### config.mk
export PLATFORM = sky130hd
export DESIGN_NAME = seg7_digit_receiver
export DESIGN_NICKNAME = d
export VERILOG_FILES = /design/src/rtl/seg7_pkg.sv /design/src/rtl/seg7_pattern_decoder.sv /design/src/rtl/seg7_digit_receiver.sv
export SDC_FILE = /design/constraint.sdc
export NUM_CORES = 1
export LEC_CHECK = 0
export ABC_AREA = 1
export BUFFER_PORTS_ARGS = -buffer_cell sky130_fd_sc_hd__buf_4
export CAP_MARGIN = 0
export CORE_AREA = 3 3 80 82
export CTS_BUF_LIST = sky130_fd_sc_hd__clkbuf_4
export CTS_CLUSTER_DIAMETER = 150
export DETAILED_ROUTE_END_ITERATION = 10
export DIE_AREA = 0 0 83 85
export PLACE_DENSITY = 0.81
export SYNTH_ARGS = -nofsm -noshare
export SYNTH_HDL_FRONTEND = slang
export SYNTH_HIERARCHICAL = 1
export SYNTH_SLANG_ARGS = --single-unit
### constraint.sdc
create_clock -name clk -period 3.7 [get_ports clk]
set_input_delay 0.37 -clock clk [delete_from_list [all_inputs] [get_ports clk]]
set_output_delay 0.37 -clock clk [all_outputs]
set_load 0.01 [all_outputs]
### src/rtl/seg7_pkg.sv
// Shared definitions for the 7-segment digit receiver: segment patterns
// (bit0=a .. bit6=g, active-high), FSM state type and value width.
package seg7_pkg;

  localparam int VALUE_W = 8;

  localparam logic [6:0] SEG_0 = 7'h3F;
  localparam logic [6:0] SEG_1 = 7'h06;
  localparam logic [6:0] SEG_2 = 7'h5B;
  localparam logic [6:0] SEG_3 = 7'h4F;
  localparam logic [6:0] SEG_4 = 7'h66;
  localparam logic [6:0] SEG_5 = 7'h6D;
  localparam logic [6:0] SEG_6 = 7'h7D;
  localparam logic [6:0] SEG_7 = 7'h07;
  localparam logic [6:0] SEG_8 = 7'h7F;
  localparam logic [6:0] SEG_9 = 7'h6F;

  typedef enum logic [1:0] {
    ST_IDLE    = 2'd0,
    ST_SETTLE  = 2'd1,
    ST_CAPTURE = 2'd2,
    ST_DONE    = 2'd3
  } state_t;

endpackage

### src/rtl/seg7_pattern_decoder.sv
// Combinational 7-segment pattern to BCD digit decoder; any pattern that is
// not one of the ten digit shapes (blank included) reports valid = 0.
module seg7_pattern_decoder
  import seg7_pkg::*;
(
  input  logic [6:0] pattern,
  output logic [3:0] digit,
  output logic       valid
);

  always_comb begin
    digit = 4'd0;
    valid = 1'b1;
    case (pattern)
      SEG_0:   digit = 4'd0;
      SEG_1:   digit = 4'd1;
      SEG_2:   digit = 4'd2;
      SEG_3:   digit = 4'd3;
      SEG_4:   digit = 4'd4;
      SEG_5:   digit = 4'd5;
      SEG_6:   digit = 4'd6;
      SEG_7:   digit = 4'd7;
      SEG_8:   digit = 4'd8;
      SEG_9:   digit = 4'd9;
      default: valid = 1'b0;
    endcase
  end

endmodule

### src/rtl/seg7_digit_receiver.sv
// Receives strobed 7-segment patterns, debounces them and accumulates a
// decimal number. Define SEG7_RX_DP_EN to let the decimal point end a number.
module seg7_digit_receiver
  import seg7_pkg::*;
#(
  parameter int STABLE_CYCLES = 1000,
  parameter int MAX_DIGITS    = 3
) (
  input  logic               clk,
  input  logic               rst_n,
  input  logic [7:0]         seg_in,
  input  logic               strobe,
  input  logic               clear,
  output logic [VALUE_W-1:0] value,
  output logic [1:0]         digit_count,
  output logic               done,
  output logic               err_invalid,
  output logic               err_overflow
);

  localparam logic [15:0] SETTLE_LAST = 16'(STABLE_CYCLES - 1);
  localparam logic [1:0]  MAX_CNT     = 2'(MAX_DIGITS);

`ifdef SEG7_RX_DP_EN
  localparam logic [7:0] CMP_MASK = 8'hFF;
`else
  localparam logic [7:0] CMP_MASK = 8'h7F;
`endif

  logic [7:0]         seg_sync1_reg, seg_sync2_reg;
  logic               strobe_sync1_reg, strobe_sync2_reg, strobe_prev_reg;
  state_t             state_reg;
  logic [7:0]         pattern_reg;
  logic [15:0]        settle_cnt_reg;
  logic [VALUE_W-1:0] value_reg;
  logic [1:0]         count_reg;
  logic               done_reg, err_inv_reg, err_ovf_reg;

  logic        strobe_edge;
  logic [3:0]  digit;
  logic        digit_valid;
  logic [11:0] acc_next;
  logic [1:0]  count_inc;
  logic        dp_stop;
  logic        last_digit;

  seg7_pattern_decoder u_decoder (
    .pattern (pattern_reg[6:0]),
    .digit   (digit),
    .valid   (digit_valid)
  );

  assign strobe_edge = strobe_sync2_reg & ~strobe_prev_reg;
  assign acc_next    = 12'(value_reg) * 12'd10 + 12'(digit);
  assign count_inc   = count_reg + 2'd1;

`ifdef SEG7_RX_DP_EN
  assign dp_stop = pattern_reg[7];
`else
  assign dp_stop = 1'b0;
`endif

  assign last_digit = (count_inc == MAX_CNT) || dp_stop;

  // Both inputs come from another clock domain.
  always_ff @(posedge clk or negedge rst_n) begin
    if (!rst_n) begin
      seg_sync1_reg    <= 8'd0;
      seg_sync2_reg    <= 8'd0;
      strobe_sync1_reg <= 1'b0;
      strobe_sync2_reg <= 1'b0;
      strobe_prev_reg  <= 1'b0;
    end else begin
      seg_sync1_reg    <= seg_in;
      seg_sync2_reg    <= seg_sync1_reg;
      strobe_sync1_reg <= strobe;
      strobe_sync2_reg <= strobe_sync1_reg;
      strobe_prev_reg  <= strobe_sync2_reg;
    end
  end

  always_ff @(posedge clk or negedge rst_n) begin
    if (!rst_n) begin
      state_reg      <= ST_IDLE;
      pattern_reg    <= 8'd0;
      settle_cnt_reg <= 16'd0;
      value_reg      <= '0;
      count_reg      <= 2'd0;
      done_reg       <= 1'b0;
      err_inv_reg    <= 1'b0;
      err_ovf_reg    <= 1'b0;
    end else if (clear) begin
      state_reg      <= ST_IDLE;
      pattern_reg    <= 8'd0;
      settle_cnt_reg <= 16'd0;
      value_reg      <= '0;
      count_reg      <= 2'd0;
      done_reg       <= 1'b0;
      err_inv_reg    <= 1'b0;
      err_ovf_reg    <= 1'b0;
    end else begin
      case (state_reg)
        ST_IDLE: begin
          if (strobe_edge) begin
            state_reg      <= ST_SETTLE;
            pattern_reg    <= seg_sync2_reg;
            settle_cnt_reg <= 16'd0;
          end
        end
        ST_SETTLE: begin
          // A changed pattern restarts the stability window.
          if ((seg_sync2_reg & CMP_MASK) != (pattern_reg & CMP_MASK)) begin
            pattern_reg    <= seg_sync2_reg;
            settle_cnt_reg <= 16'd0;
          end else if (settle_cnt_reg == SETTLE_LAST) begin
            state_reg <= ST_CAPTURE;
          end else begin
            settle_cnt_reg <= settle_cnt_reg + 16'd1;
          end
        end
        ST_CAPTURE: begin
          if (digit_valid) begin
            if (acc_next > 12'd255) begin
              value_reg   <= 8'hFF;
              err_ovf_reg <= 1'b1;
            end else begin
              value_reg <= acc_next[7:0];
            end
            count_reg <= count_inc;
            if (last_digit) begin
              state_reg <= ST_DONE;
              done_reg  <= 1'b1;
            end else begin
              state_reg <= ST_IDLE;
            end
          end else begin
            err_inv_reg <= 1'b1;
            state_reg   <= ST_IDLE;
          end
        end
        ST_DONE: begin
          done_reg <= 1'b1;
        end
        default: state_reg <= ST_IDLE;
      endcase
    end
  end

  assign value        = value_reg;
  assign digit_count  = count_reg;
  assign done         = done_reg;
  assign err_invalid  = err_inv_reg;
  assign err_overflow = err_ovf_reg;

endmodule
==> impl_metrics.toml <==
[critical_path]
cp-start-kind = "register"
arrival_ns = 2.92
crit_type = "register to register"
cpPeakStageDelay_ns = 0.48
worstPathBufferInverterCount = 2
critical_path.top_delay_family = "simple AND/OR/NAND/NOR gates"
crit_cells = 19
r2r-end = "value[6]$_DFFE_PN0P_"
r2r_slack_ns = 1.07
ff2ff_path_depth = 19
required_ns = 3.99
cp_cell_sequence = "inv_1 -> nand2_2 -> nor2_1 -> nand2_1 -> nand2_1 -> inv_1 -> nand3_1 -> ha_1 -> fa_1 -> nand2_1 -> nand2_1 -> nand2_1 -> nand3_1 -> nor2_1 -> nor2_1 -> nor2_1 -> nand2_1 -> nand2_2 -> nand2_1"
end_kind = "register"
crit_path_top_delay_cell = "dfrtp_1"
r2r_start = "pattern_reg[5]$_DFFE_PN0P_"
cpMostUsedCell = "nand2_1"
worstPathMaxFanout = 9

[yosys]
synth_async_sr_flop_share_pct = 100
synth.mux.area_fraction_pct = 0
ys_seq_area_share_pct = 40.1
synthSimpleGateAreaFrac_pct = 31.5
synthCells = 449
synth_ff_type = "dfrtp_1"
synthesis.area_um2 = 3430
synth_edf_count = 0
ys_top_cells_by_area = "dfrtp_1, nand2_1, ha_1"
yosysUniqueCellTypes = 33
syn_area_per_cell_um2 = 7.64
synth_compound_area_share_pct = 7.48
ys_ff_latch = 55
synth_largest_area_cell = "dfrtp_1"
synth_top_family_by_area = "simple AND/OR/NAND/NOR gates"
synth_fa_ha_area_share_pct = 8.83
synthXorXnorAreaFrac_pct = 4.60
yosysTopAreaCellShare_pct = 40.1
synth_warnings = 6
syn_nets = 484

[grt]
overflow = 0
grt_pass1_wl_mm = 12.2
antenna_found_initial = 0
grt_pass1_vias = 2846
grt_max_degree = 56
grt_use_total_pct = 20.6

[cells_and_area]
layout_commonest_cell = "nand2_1"
syn_to_final_growth_pct = 8.10
nets = 504
fillers = 519
stdcell_count = 545
largest_register_ffs = 16
antenna_cells = 0
register_area_um2 = 1380
layout-drive-gt1-share_pct = 10.6
final_cell_mix = "nand2_1, dfrtp_1, nor2_1, inv_1, nand3_1"
multi_input_comb_area_um2 = 1800

[floorplanning]
fp.dieW_um = 83
die_area_um2 = 7060
fp-row-count = 28
core-area_um2 = 5820
die_h_um = 85
io-pin-count = 25
initial_core_util_pct = 59.0

[timing]
setup_ws_ns = 1.07
worstMarginPinSlew_ns = 0.685
drv_slew = 0
finalHoldViolCount = 8
whs_ns = -0.0133
slew_headroom_pct = 54.3
fmax_mhz = 380
setup_viol = 0
period_minus_slack_ns = 2.63
skew_ns = 0.0175
fin_tns_setup_ns = 0
period_share_pct = 71.1
rsz0062_at_grt = "false"

[hold_path]
holdCritPathClass = "input port to asynchronous set/reset pin"

[detailed_routing]
vias = 2908
drc = 0
ant_nets = 0
dr.pass1.iters = 4
wl_per_cell_um = 12.5
wl_mm = 6.79
drtIter0Drc = 144
via_per_inst = 5.34

[clock_network]
insertion_delay_ns = 0.39
hold_buffers = 0
path_clk_slew_ns = 0.18
post_cts_buffers = 0
cts_sinks = 55
cts_resized = 0
cts_tree = "built"
cts_buffers = 5
h-tree-depth = 2
clockBufferDepth = 2
root_buffer = "clkbuf_4"

[placement]
post-place-ws_ns = 1.11
numPortBuffers = 23
place.gp.congestion = 0.858
dp_cells = 537
dp_hpwl_mm = 4.89

[power]
ir_drop_uv = 282
leakage_nw = 1.94
power_density_nw_per_um2 = 361

[outcome]
status = "complete, but fails checks"
violations = "hold timing"

[flow_run]
drv_cap = 0
## through the flow
step                      instance area (um^2)  util, %  total power [mW]
after floorplan                           3430        -             0.990
after global placement                    3640     62.5              1.04
after detailed placement                  3640     62.5              1.05
after CTS                                 3710     63.8              1.35
after global routing                      3710     63.8              1.44
final                                     3710     63.8              1.34
## cells by family (layout without fill, tap and decap cells)
logic type	after synthesis	in the layout
AND/OR/NAND/NOR	245	245
buffers and inverters	62	83
XOR/XNOR	18	18
flip-flops	55	55
AO/OA/AOI/OAI	46	46
adder cells (fa/ha/maj)	23	23
## Yosys cell counts, types with 4 or more instances
cell	instances
nand2_1	118
dfrtp_1	55
nor2_1	50
inv_1	49
nand3_1	36
ha_1	21
nand4_1	19
o21ai_0	16
xor2_1	14
a21oi_1	13
o21ai_1	8
nand2_2	6
xnor2_1	4
## worst max-delay path by stage
stage	from	slack (ns)	to
2_1_floorplan	value[1]$_DFFE_PN0P_	1.39	err_overflow$_DFFE_PN0P_
3_3_place_gp	pattern_reg[5]$_DFFE_PN0P_	1.19	value[7]$_DFFE_PN0P_
3_5_place_dp	pattern_reg[5]$_DFFE_PN0P_	1.11	err_overflow$_DFFE_PN0P_
4_1_cts	pattern_reg[5]$_DFFE_PN0P_	1.08	value[6]$_DFFE_PN0P_
5_1_grt	pattern_reg[5]$_DFFE_PN0P_	0.68	value[6]$_DFFE_PN0P_
6_report	pattern_reg[5]$_DFFE_PN0P_	1.07	value[6]$_DFFE_PN0P_
## layer usage
layer	GRT usage, %	vias to the layer above	routed length (um)
met4	9.36	0	99
met2	34.3	69	3260
met1	26.1	1331	3110
met5	0	-	0
met3	3.98	13	316
li1	-	1495	-
## layout make-up
type                       instances  share of cell area, %
clock buffer                       5                   1.01
clock inverter                     3                  0.911
inverter                          52                   5.26
tap                               75                   2.53
sequential                        55                   37.1
multi-input combinational        332                   48.5
timing repair buffer              23                   4.66
## power breakdown
group / switching [mW] / total [mW] / internal (mW)
clock network: 0.212 / 0.296 / 0.0839
registers: 0.0583 / 0.704 / 0.646
logic: 0.237 / 0.339 / 0.102
total: 0.507 / 1.34 / 0.832
## worst register-to-register path: stages, from the launching register on
cell,delay [ns]
dfrtp_1,0.48
inv_1,0.11
nand2_2,0.08
nor2_1,0.05
nand2_1,0.07
nand2_1,0.06
inv_1,0.07
nand3_1,0.08
ha_1,0.22
fa_1,0.38
nand2_1,0.10
nand2_1,0.10
nand2_1,0.11
nand3_1,0.08
nor2_1,0.09
nor2_1,0.05
nor2_1,0.08
nand2_1,0.06
nand2_2,0.16
nand2_1,0.07
Power figures use the tool's default switching activity.
